===== src/rtl/irq_sink_ctrl.sv =====
// rtl/irq_sink_ctrl.sv - interrupt sink: edge capture, fixed-priority arbitration, req/ack/EOI handshake
//
// Purpose:
//   Consumer end of the peripheral interrupt lines. Rising edges of level
//   sources are latched into a pending register. The lowest-index pending and
//   enabled source is presented to the CPU. The request is then walked through
//   the ack and EOI steps, and at the end the serviced source receives a
//   one-cycle clear pulse.
//
// Ports:
//   clk            clock
//   rst            asynchronous active-high reset
//   src_irq_i      level interrupt inputs, synchronous to clk
//   src_enable_i   per-source arbitration enable
//   src_clear_o    one-hot, one-cycle clear pulse to the serviced source
//   cpu_irq_o      interrupt request to the CPU
//   cpu_irq_id_o   ID of the requested or serviced source
//   cpu_ack_i      CPU accepts the request (only honoured in REQ)
//   cpu_eoi_i      CPU end-of-interrupt (only honoured in SERVICE)
//   pending_o      pending register
//   busy_o         high while a request is outstanding (REQ/SERVICE/CLEAR)
module irq_sink_ctrl #(
  parameter int NUM_SRC = 8,
  parameter int ID_W    = $clog2(NUM_SRC)
) (
  input  logic               clk,
  input  logic               rst,
  input  logic [NUM_SRC-1:0] src_irq_i,
  input  logic [NUM_SRC-1:0] src_enable_i,
  output logic [NUM_SRC-1:0] src_clear_o,
  output logic               cpu_irq_o,
  output logic [ID_W-1:0]    cpu_irq_id_o,
  input  logic               cpu_ack_i,
  input  logic               cpu_eoi_i,
  output logic [NUM_SRC-1:0] pending_o,
  output logic               busy_o
);

  typedef enum logic [1:0] {S_IDLE, S_REQ, S_SERVICE, S_CLEAR} state_e;

  state_e             state_q, state_d;
  logic [NUM_SRC-1:0] src_prev_q;
  logic [NUM_SRC-1:0] pending_q, pending_d;
  logic [NUM_SRC-1:0] clear_q, clear_d;
  logic               cpu_irq_q, cpu_irq_d;
  logic [ID_W-1:0]    id_q, id_d;
  logic               busy_q, busy_d;
  // Low for the first clock after reset so that src_prev_q can resample the
  // live levels without treating sources held high through reset as new edges.
  logic               arm_q;

  logic [NUM_SRC-1:0] capture;
  logic [NUM_SRC-1:0] cand;
  logic [NUM_SRC-1:0] ack_clr;
  logic [ID_W-1:0]    winner;

  assign capture = src_irq_i & ~src_prev_q & {NUM_SRC{arm_q}};
  assign cand    = pending_q & src_enable_i;

  // Lowest index wins: scan from the top so the last hit is the lowest index.
  always_comb begin
    winner = '0;
    for (int i = NUM_SRC - 1; i >= 0; i--) begin
      if (cand[i]) winner = ID_W'(i);
    end
  end

  always_comb begin
    state_d   = state_q;
    cpu_irq_d = cpu_irq_q;
    id_d      = id_q;
    clear_d   = '0;
    ack_clr   = '0;
    case (state_q)
      S_IDLE: begin
        if (|cand) begin
          state_d   = S_REQ;
          cpu_irq_d = 1'b1;
          id_d      = winner;
        end
      end
      // Once raised, the request stays up until acked even if the source is
      // masked meanwhile; the ID was latched on entry.
      S_REQ: begin
        if (cpu_ack_i) begin
          state_d   = S_SERVICE;
          cpu_irq_d = 1'b0;
          ack_clr   = NUM_SRC'(1) << id_q;
        end
      end
      S_SERVICE: begin
        if (cpu_eoi_i) begin
          state_d = S_CLEAR;
          clear_d = NUM_SRC'(1) << id_q;
        end
      end
      S_CLEAR: begin
        state_d = S_IDLE;
      end
      default: begin
        state_d = S_IDLE;
      end
    endcase
    // A fresh edge in the same cycle as the ack clear keeps the bit pending.
    pending_d = (pending_q & ~ack_clr) | capture;
    busy_d    = (state_d != S_IDLE);
  end

  always_ff @(posedge clk or posedge rst) begin
    if (rst) begin
      state_q    <= S_IDLE;
      src_prev_q <= '0;
      pending_q  <= '0;
      clear_q    <= '0;
      cpu_irq_q  <= 1'b0;
      id_q       <= '0;
      busy_q     <= 1'b0;
      arm_q      <= 1'b0;
    end else begin
      state_q    <= state_d;
      src_prev_q <= src_irq_i;
      pending_q  <= pending_d;
      clear_q    <= clear_d;
      cpu_irq_q  <= cpu_irq_d;
      id_q       <= id_d;
      busy_q     <= busy_d;
      arm_q      <= 1'b1;
    end
  end

  assign src_clear_o  = clear_q;
  assign cpu_irq_o    = cpu_irq_q;
  assign cpu_irq_id_o = id_q;
  assign pending_o    = pending_q;
  assign busy_o       = busy_q;

endmodule

===== config.mk =====
export PLATFORM = sky130hd
export DESIGN_NAME = irq_sink_ctrl
export DESIGN_NICKNAME = d
export VERILOG_FILES = /design/src/rtl/irq_sink_ctrl.sv
export SDC_FILE = /design/constraint.sdc
export NUM_CORES = 1
export LEC_CHECK = 0
export CAP_MARGIN = 10
export CORE_UTILIZATION = 44
export DETAILED_ROUTE_END_ITERATION = 10
export GPL_ROUTABILITY_DRIVEN = 0
export GPL_TIMING_DRIVEN = 0
export HOLD_SLACK_MARGIN = 0.03
export PLACE_DENSITY = 0.77
export SYNTH_ARGS = -nofsm -noshare
export SYNTH_HDL_FRONTEND = slang
export SYNTH_SLANG_ARGS = --single-unit
export TNS_END_PERCENT = 5

===== constraint.sdc =====
create_clock -name clk -period 1.4 [get_ports clk]
set_input_delay 0.21 -clock clk [delete_from_list [all_inputs] [get_ports clk]]
set_output_delay 0.21 -clock clk [all_outputs]
set_load 0.01 [all_outputs]

**Word level (Yosys, flattened, before mapping)**

Index checks and enable logic that the tools add are counted.

- Bits in registers: 32
- Input bits: 20
- Output and inout bits: 21
- Word-level logic and storage cells: 46

- Eq/ne operators: 5
- Shift operators: 1
- Muxes and demuxes: 19
- Bitwise operators: 7
- Reductions and logical operators: 6

Operators with widths:

| operator | number |
|---|---|
| AND 8 bit | 4 |
| 2-to-1 mux 8 bit | 4 |
| 2-to-1 mux 3 bit | 8 |
| NOT 8 bit | 2 |
| bitwise OR 8 bit | 1 |
| one-hot mux 2 bit (4 select lines) | 1 |
| OR reduction 8 bit | 1 |
| << shifter 1 x 3 -> 8 bit, first input constant | 1 |
| 2-to-1 mux 2 bit | 3 |
| == test 2 bit, second input constant | 2 |
| != test 2 bit, second input constant | 2 |
| nonzero test 2 bit | 2 |
| AND reduction 3 bit | 1 |
| == test 2 x 1 -> 1 bit, second input constant | 1 |
| zero test 2 bit | 1 |
| 2-to-1 mux 1 bit | 2 |
| one-hot mux 1 bit (2 select lines) | 1 |
| AND reduction 2 bit | 1 |

**Logic depth before layout (Yosys ltp)**

Gate-level depths: netlist (run 1).

- Depth after elaboration: 9
- Mapped depth: 4
- Gate-level depth less buffers: 4

**Least setup slack after synthesis (run 1)**

OpenSTA, ideal clock, no wires.

- Kind: register to register
- Start point: register state_q[1]
- End point: register pending_q[0] (netlist: pending_o[0])
- Library setup time: 0.126 ns
- Data arrival time: 1.041 ns
- Data required time: 1.274 ns
- Setup slack: 0.234 ns
- Stages on the path, launching flop included: 5
- Path buffers: 0
- Period minus slack after synthesis: 1.166 ns
- Cell sequence: dfrtp_1 nand3b_1 or2_4 o31ai_2 nand2_1

- Cells in the longest elaborated chain, start to end: 5

Ends and longest elaborated chain:

| item | line | text |
|---|---|---|
| start, declared | 41 | `state_e state_q, state_d;` |
| start signal, assigned | 120 | `state_q <= state_d;` |
| == test 2 x 1 -> 1 bit | 74 | `case (state_q)` |
| 2-to-1 mux 8 bit | 74 |  |
| NOT 8 bit | 105 | `pending_d = (pending_q & ~ack_clr) \| capture;` |
| AND 8 bit | 105 |  |
| bitwise OR 8 bit | 105 |  |
| via pending_d[0] | 43 | `logic [NUM_SRC-1:0] pending_q, pending_d;` |
| end signal, assigned | 122 | `pending_q <= pending_d;` |
| end, declared | 43 |  |

The timed path passes the listed nets, and every way through them passes these cells.
A chain may end at the register's enable or synchronous reset.

**Worst setup path in the final report (run 1)**

- Start point: register pending_q[5] (netlist: pending_o[5])
- End point: register state_q[0]

- Cells in the longest elaborated chain, start to end: 4

Ends and longest elaborated chain:

| item | line | text |
|---|---|---|
| AND 8 bit | 58 | `assign cand = pending_q & src_enable_i;` |
| OR reduction 8 bit | 76 | `if (\|cand) begin` |
| 2-to-1 mux 2 bit | 76 |  |
| one-hot mux 2 bit (4 select lines) | 74 |  |
| via state_d[0] | 41 |  |

The timed path passes the listed nets, and every way through them passes these cells.

==> results of run 1 <==
[layout by cell type (no fill, tap or decap), types with 2 or more instances in the layout]
cell             instances
clkinv_2                 2
a22oi_2                  2
dfrtp_2                  2
clkdlybuf4s50_1         19
nand3_1                  3
nor2_1                   7
dfrtp_1                 30
or2_4                    2
a22oi_1                  2
a21oi_1                  4
buf_4                    3
nand3b_1                 8
clkbuf_4                 5
nand2_1                 22
o21ai_0                  4
o21ai_1                  3
a32o_1                   2
dlygate4sd2_1           21
nor3_1                   2
nand2b_1                 3
[layer usage]
layer  vias up  share of wire, %
met5         -                 0
met4         0               1.4
met3         5               7.7
met2        55                49
met1       489                42
li1        480                 -
[final timing paths]
| check | startpoint | endpoint | slack, ns |
|---|---|---|---|
| min reg2reg | src_prev_q[6] | pending_o[6] | 0.45 |
| max reg2reg | pending_o[5] | state_q[0] | 0.07 |
| min in group clk | src_irq_i[3] | src_prev_q[3] | 0.34 |
| min | rst | pending_o[6] | 0.25 |
| max in group asynchronous | rst | cpu_irq_id_o[1] | 0.60 |
| max | pending_o[5] | state_q[0] | 0.07 |
[metrics by stage]
stage	setup slack, ns	hold slack, ns	util, %
2_1_floorplan	0.234	0.241	-
6_report	0.0703	0.253	68.2
3_3_place_gp	-0.199	0.415	65.1
3_5_place_dp	-0.241	0.442	65.1
5_1_grt	0.00140	0.318	68.2
4_1_cts	0.0352	0.332	67.4
[final cells by class]
class,instances,area share (%)
Inverter,1,0.214
Clock buffer,6,2.93
Multi-Input combinational cell,75,24.5
Tap cell,30,2.14
Buffer,1,0.214
Timing Repair Buffer,44,23.5
Sequential cell,32,45.9
Clock inverter,2,0.572
[kinds of logic (layout without fill, tap and decap cells)]
group	after synthesis	count (layout)	synth area share, %
other	1	1	0.304
flip-flops	32	32	65.0
buffers and inverters	2	54	0.609
AND/OR/NAND/NOR	52	52	21.7
AO/OA/AOI/OAI	22	22	12.4
[power breakdown]
part	internal, mW	leakage (nW)	switching [mW]
clock network	0.239	0.0380	0.314
logic	0.512	0.366	0.613
registers	1.14	0.373	0.176
total	1.89	0.778	1.10
[worst max-delay path, delay by kind of cell, from the launching register on]
family / cells / cell delay (ns)
simple gates: 2 / 0.37
compound gates: 2 / 0.42
flops: 1 / 0.42
[sequential cells by signal (all words and copies together) (netlist names)]
| name | count |
|---|---|
| src_clear_o | 8 |
| arm_q | 1 |
| cpu_irq_o | 1 |
| busy_o | 1 |
| state_q | 2 |
| pending_o | 8 |
| src_prev_q | 8 |
| cpu_irq_id_o | 3 |
[what timing repair did]
item	in CTS	in global routing
pin swaps	0	0
setup buffers	3	0
endpoints found under the setup margin	21	3
resized for setup	23	1
==> impl_metrics.py, run 1 <==
metrics = {
    "status": {
        "status": "finished clean",
    },
    "finish": {
        "fin_area_sq_mm": 0.00175,
        "multiInputGateArea_sq_um": 429,
        "stdcell_count": 191,
        "layout-drive-gt1-share_pct": 12.4,
        "ff_latch_area_sq_um": 803,
        "nets": 180,
        "area_delta_synth_final_pct": 42.0,
        "fillers": 197,
        "antenna_cells": 0,
    },
    "clock_tree": {
        "root_buffer": "clkbuf_4",
        "clkSlewWorstSetupHoldPaths_ns": 0.10,
        "cts_buffers": 5,
        "holdBufCountCts": 0,
        "cts_buffer_depth": 2,
        "cts_tree": "done",
        "clkLatencyLatePin_ns": 0.34,
        "cts_sinks": 32,
        "cts_max_level": 2,
    },
    "synth": {
        "seq_area_frac_synth_pct": 65.0,
        "ys.flop_type": "dfrtp_1",
        "postSynth.asyncResetShare_pct": 100,
        "yosys-top-cells-area": "dfrtp_1 65%, nand2_1 6.7%, nand3b_1 4.9%",
        "syn_nets": 129,
        "syn_area_sq_mm": 0.00123,
        "ys_ff_latch": 32,
        "synth_edf_count": 0,
        "ys_types": 27,
        "synth_warnings": 0,
        "avgSynthCellArea_sq_um": 11.3,
        "synth_most_common_cell": "dfrtp_1",
        "synthCells": 109,
        "synth_common_cells": "32 x dfrtp_1, 22 x nand2_1, 8 x nand3b_1",
        "netlist.area_leader.share_pct": 65.0,
        "yosysTopAreaCell": "dfrtp_1",
    },
    "grt": {
        "grtUsageTotal_pct": 21.4,
        "antenna_found_initial": 0,
        "grt-busiest-layer": "met2",
        "gr-usage-met2_pct": 36.5,
        "met3_usage_pct": 8.74,
        "grt_pass1_wl_microns": 4310,
        "grt_max_degree": 33,
        "met1_usage_pct": 24.5,
        "grt.overflow.total": 0,
        "grt_pass1_vias": 993,
    },
    "timing": {
        "max-slew-margin-rel_pct": 56.9,
        "setup_tns_ns": 0,
        "tightestPinTransition_ns": 0.645,
        "rsz0062_at_grt": "false",
        "timing.final.crit_share_pct": 95.0,
        "skew_ns": 0.00628,
        "finalSetupViolCount": 0,
        "fmax_ghz": 0.752,
        "fin_crit_ns": 1.33,
        "hold_viol": 0,
        "finalMaxSlewViolations": 0,
    },
    "floorplanning": {
        "die_h_microns": 54.9,
        "io_pins": 41,
        "initial_core_util_pct": 48.0,
        "design.core.area_sq_mm": 0.00257,
        "die_width_microns": 54.9,
        "std_cell_rows": 18,
        "dieArea_sq_mm": 0.00302,
    },
    "detailed_routing": {
        "wl_per_cell_microns": 14.6,
        "finalWirelength_microns": 2790,
        "drc": 0,
        "num_vias": 1029,
        "dr.pass1.iters": 5,
        "vias_per_cell": 5.39,
        "drtAntennaViolNets": 0,
        "drtIter0Drc": 19,
    },
    "power_and_ir_drop": {
        "power_leakage_nw": 0.778,
        "p_total_mw": 3.00,
        "power_density_mw_per_mm2": 1710,
        "ir_drop_uv": 1240,
    },
    "placed_design": {
        "placed_cells": 179,
        "dpl_cell_area_sq_mm": 0.00167,
        "hpwlAfterDp_microns": 1910,
        "port_buffers": 40,
    },
    "min_path": {
        "hold_path_class": "input port to async pin",
    },
    "worst_setup_path": {
        "cp.arrival_ns": 1.55,
        "rr_worst_depth": 4,
        "startpoint_type": "flip-flop",
        "crit_type": "flip-flop to flip-flop",
        "critPathMaxFanout": 4,
        "slowest_delay_ns": 0.42,
        "path_cells": "a22oi_1 -> nand4_1 -> nand2_1 -> o211ai_1",
        "cp.required_ns": 1.62,
        "crit_path_top_delay_cell": "dfrtp_1",
        "endpoint_kind": "flip-flop",
    },
    "run": {
        "cap_violations": 0,
    },
}
No activity file was read; power rests on OpenSTA's default activity.
==> run 2, diff against run 1 <==
- CORE_MARGIN: unset -> 4
- CTS_CLUSTER_SIZE: unset -> 14
==> impl_metrics.py, run 2 (synthesis gave the netlist of run 1 again) <==
metrics = {
    "status": {
        "status": "finished clean",
    },
    "clock_tree": {
        "cts_buffers": 5,
        "cts_tree": "done",
        "clkLatencyLatePin_ns": 0.33,
        "root_buffer": "clkbuf_4",
        "cts_sinks": 32,
        "cts_max_level": 2,
        "clkSlewWorstSetupHoldPaths_ns": 0.10,
        "cts_buffer_depth": 2,
        "holdBufCountCts": 0,
    },
    "timing": {
        "timing.final.crit_share_pct": 95.2,
        "tightestPinTransition_ns": 0.698,
        "finalSetupViolCount": 0,
        "max-slew-margin-rel_pct": 53.4,
        "fmax_ghz": 0.750,
        "rsz0062_at_grt": "false",
        "fin_crit_ns": 1.33,
        "finalMaxSlewViolations": 0,
        "hold_viol": 0,
        "finalWorstSetupSlack_ns": 0.0665,
        "skew_ns": 0.00968,
        "hold_slack_ns": 0.282,
    },
    "power_and_ir_drop": {
        "power.share.switching_pct": 36.0,
        "p_comb_share_pct": 37.6,
        "clkPwrFrac_pct": 17.9,
        "switching_power_mw": 1.07,
        "power_density_mw_per_mm2": 1700,
        "ir_drop_uv": 1330,
        "power_frac_seq_pct": 44.5,
        "power_leakage_nw": 0.777,
        "internal_power_mw": 1.91,
    },
    "grt": {
        "grt_pass1_vias": 1020,
        "grtUsageTotal_pct": 17.5,
        "grt_max_degree": 33,
        "grt_pass1_wl_microns": 4530,
        "grt.overflow.total": 0,
        "antenna_found_initial": 0,
    },
    "worst_setup_path": {
        "rr_endpoint": "state_q[0]",
        "cp.required_ns": 1.62,
        "crit_cells": 4,
        "startpoint_type": "flip-flop",
        "endpoint_kind": "flip-flop",
        "path_delay_family": "compound AO/OA/AOI/OAI gates",
        "startpoint": "pending_o[6]",
        "rr_worst_depth": 4,
        "r2r_start": "pending_o[6]",
        "critPathMaxFanout": 4,
        "reg2reg_slack_ns": 0.07,
        "slowest_delay_ns": 0.42,
        "crit_path_top_delay_cell": "dfrtp_1",
        "path_cells": "a22oi_1 -> nand4_1 -> nand2_1 -> o211ai_1",
        "crit_type": "flip-flop to flip-flop",
        "critical_path_buf_inv_count": 0,
        "cp.arrival_ns": 1.55,
    },
    "finish": {
        "area_delta_synth_final_pct": 42.4,
        "fillers": 201,
        "stdcell_count": 191,
        "layout-drive-gt1-share_pct": 10.6,
        "layout_common_cells": "30 x dfrtp_1, 22 x nand2_1, 21 x dlygate4sd2_1, 19 x clkdlybuf4s50_1, 8 x nand3b_1",
        "nets": 180,
        "final_common_cell": "dfrtp_1",
        "antenna_cells": 0,
    },
    "floorplanning": {
        "die_width_microns": 60.9,
        "initial_core_util_pct": 48.0,
        "io_pins": 41,
        "std_cell_rows": 18,
        "dieArea_sq_mm": 0.00371,
        "die_h_microns": 60.9,
        "design.core.area_sq_mm": 0.00257,
    },
    "detailed_routing": {
        "drtAntennaViolNets": 0,
        "drc": 0,
        "vias_per_cell": 5.40,
        "dr.pass1.iters": 4,
        "wl_per_cell_microns": 14.5,
        "num_vias": 1031,
        "drtIter0Drc": 21,
        "finalWirelength_microns": 2780,
    },
    "min_path": {
        "hold_path_class": "input port to async pin",
    },
    "placed_design": {
        "placed_cells": 179,
        "hpwlAfterDp_microns": 2040,
        "port_buffers": 40,
        "dp_slack_ns": -0.240,
    },
    "run": {
        "cap_violations": 0,
    },
}
-- run 2: final cells by class --
| cell class | count | area, sq um | area share (%) |
|---|---|---|---|
| clock buffers | 8 | 58.8 | 3.35 |
| inverters | 1 | 3.75 | 0.214 |
| flip-flops and latches | 32 | 803 | 45.8 |
| repair buffers | 44 | 424 | 24.2 |
| well taps | 30 | 37.5 | 2.14 |
| multi-input cells | 75 | 424 | 24.2 |
| plain buffers | 1 | 3.75 | 0.214 |
-- run 2: how the worst max path moves through the flow --
stage	end	slack (ns)
after floorplan	pending_o[0]	0.23
after global placement	src_prev_q[0]	-0.20
after detailed placement	src_prev_q[1]	-0.24
after CTS	cpu_irq_id_o[1]	0.04
after global routing	busy_o	0.02
final	state_q[0]	0.07
-- run 2: worst reg2reg max path, stage by stage (launching register included) --
cell and delay [ns]:
dfrtp_1 0.42, a22oi_1 0.35, nand4_1 0.17, nand2_1 0.18, o211ai_1 0.11
-- run 2: repair_timing --
| item | 4_1_cts | 5_1_grt |
|---|---|---|
| resized for setup | 23 | 0 |
| setup buffers | 3 | 0 |
| setup endpoints to repair | 21 | 0 |
-- run 2: metal layers --
metal / global-route usage, % / wire length [microns]
met2: 27.9 / 1310
met1: 20.0 / 1170
met3: 5.11 / 222
met4: 12.7 / 80
met5: 0 / 0
-- run 2: per-stage QoR --
| step | utilization, % | power [mW] | TNS, ns | instance area [sq um] |
|---|---|---|---|---|
| floorplan | - | 1.91 | 0 | 1230 |
| global placement | 65.1 | 2.46 | -6.79 | 1670 |
| detailed placement | 65.1 | 2.49 | -8.22 | 1670 |
| CTS | 67.3 | 2.99 | 0 | 1730 |
| global route | 68.4 | 3.18 | 0 | 1760 |
| finish | 68.4 | 2.98 | 0 | 1760 |
-- run 2: power groups by stage --
stage	sequential (mW)	combinational [mW]	clock, mW
final	1.32	1.12	0.534
after CTS	1.32	1.11	0.558
after detailed placement	1.41	1.08	0
after global routing	1.35	1.23	0.596
after global placement	1.40	1.06	0
after floorplan	1.44	0.474	0
==> run 3, diff against run 2 <==
- CORE_UTILIZATION: 44 -> 59
- DONT_BUFFER_PORTS: unset -> 1
- PLACE_DENSITY: 0.77 -> 0.75
- SKIP_LAST_GASP: unset -> 1
==> impl_metrics.py, run 3 (synthesis gave the netlist of run 1 again) <==
metrics = {
    "status": {
        "status": "finished clean",
    },
    "grt": {
        "grt_max_degree": 33,
        "met3_usage_pct": 8.31,
        "met1_usage_pct": 21.4,
        "gr-usage-met2_pct": 35.1,
        "grt_pass1_vias": 908,
        "grt.overflow.total": 0,
        "grt-busiest-layer": "met2",
        "grt_pass1_wl_microns": 4040,
        "antenna_found_initial": 0,
        "grtUsageTotal_pct": 20.3,
    },
    "placed_design": {
        "dp_slack_ns": 0.0576,
        "hpwlAfterDp_microns": 1860,
        "port_buffers": 0,
    },
    "timing": {
        "finalWorstSetupSlack_ns": 0.0937,
        "finalSetupViolCount": 0,
        "skew_ns": 0.0143,
        "fin_crit_ns": 1.31,
        "hold_viol": 0,
        "fmax_ghz": 0.766,
        "hold_slack_ns": 0.0649,
        "timing.final.crit_share_pct": 93.3,
        "finalMaxSlewViolations": 0,
        "setup_tns_ns": 0,
        "rsz0062_at_grt": "false",
    },
    "finish": {
        "area_delta_synth_final_pct": 20.1,
        "antenna_cells": 0,
        "layout-drive-gt1-share_pct": 13.2,
        "ff_latch_area_sq_um": 801,
        "fillers": 134,
        "final_common_cell": "dfrtp_1",
        "layout_common_cells": "32 x dfrtp_1, 22 x nand2_1, 11 x dlygate4sd3_1, 8 x nand3b_1, 7 x nor2_1",
        "multiInputGateArea_sq_um": 439,
        "nets": 148,
    },
    "floorplanning": {
        "die_width_microns": 53.7,
        "die_h_microns": 53.7,
        "std_cell_rows": 16,
        "design.core.area_sq_mm": 0.00198,
        "dieArea_sq_mm": 0.00288,
        "initial_core_util_pct": 62.2,
        "io_pins": 41,
    },
    "power_and_ir_drop": {
        "ir_drop_uv": 1120,
        "power_density_mw_per_mm2": 1820,
        "power_leakage_nw": 0.626,
    },
    "detailed_routing": {
        "finalWirelength_microns": 2680,
        "dr.pass1.iters": 4,
        "drtAntennaViolNets": 0,
        "vias_per_cell": 5.79,
        "num_vias": 904,
        "drtIter0Drc": 20,
        "drc": 0,
        "wl_per_cell_microns": 17.2,
    },
    "worst_setup_path": {
        "r2r_start": "state_q[1]",
        "cp.arrival_ns": 1.50,
        "startpoint_type": "flip-flop",
        "crit_type": "flip-flop to flip-flop",
        "endpoint_kind": "flip-flop",
        "critPathMaxFanout": 6,
        "cp.required_ns": 1.60,
        "startpoint": "state_q[1]",
    },
    "run": {
        "cap_violations": 0,
    },
    "clock_tree": {
        "cts_sinks": 32,
        "root_buffer": "clkbuf_4",
        "cts_buffers": 5,
        "cts_max_level": 2,
        "cts_buffer_depth": 2,
        "clkSlewWorstSetupHoldPaths_ns": 0.10,
        "clkLatencyLatePin_ns": 0.32,
        "cts_tree": "done",
    },
    "min_path": {
        "hold_path_class": "input port to flip-flop",
        "hold_start": "src_irq_i[5]",
    },
}
==> run 3: cell count changes in the layout (fill, tap and decap cells not counted), sizes merged <==
cell / change
buf: -3
clkbuf: -2
clkdlybuf4s50: -19
clkinv: +2
dlygate4sd2: -21
dlygate4sd3: +11
==> run 3: critical path, cell delays in order, from the launching register on <==
cell and delay, ns:
dfrtp_1 0.44, nand3b_1 0.22, or2_4 0.28, o31ai_2 0.17, nand2_1 0.06
==> run 3: worst paths after layout <==
path	endpoint	slack (ns)	cells after the start
worst max-delay path	pending_o[0]	0.09	4
worst min-delay path	pending_o[5]	0.06	2
worst max register to register	pending_o[0]	0.09	4
worst min register to register	pending_o[6]	0.44	1
max in group asynchronous	pending_o[0]	0.59	3
min in group asynchronous	state_q[1]	0.34	2
==> run 3: routing by layer <==
metal	share of wire [%]	up-vias
met4	0.93	0
met5	0	-
li1	-	418
met2	56	36
met1	35	446
met3	7.4	4
==> run 3: layout make-up <==
cell class,count,share of cell area [%]
timing repair buffer,12,9.30
buffer,1,0.254
tap,27,2.28
multi-input combinational,75,29.7
clock inverter,2,0.676
inverter,1,0.254
sequential,32,54.1
clock buffer,6,3.47
==> run 3: per-stage QoR <==
| stage | utilization [%] | instance area, sq um | std cells | power [mW] |
|---|---|---|---|---|
| 2_1_floorplan | - | 1230 | 109 | 1.91 |
| 3_3_place_gp | 63.9 | 1270 | 136 | 2.07 |
| 3_5_place_dp | 63.9 | 1270 | 136 | 2.11 |
| 4_1_cts | 71.5 | 1420 | 153 | 2.65 |
| 5_1_grt | 74.7 | 1480 | 156 | 2.86 |
| 6_report | 74.7 | 1480 | 156 | 2.69 |
==> run 3: what timing repair did <==
| item | 4_1_cts | 5_1_grt |
|---|---|---|
| gates resized for setup | 0 | 3 |
| endpoints found under the hold margin | 14 | 11 |
| hold buffers | 9 | 2 |
| setup endpoints to repair | 0 | 4 |
| buffers inserted | 0 | 0 |
==> run 3: power breakdown <==
part           switching (mW)  leakage [nW]  total, mW  internal (mW)
combinational           0.354         0.212      0.638          0.284
clock                   0.292        0.0380      0.531          0.239
sequential              0.381         0.376       1.52           1.14
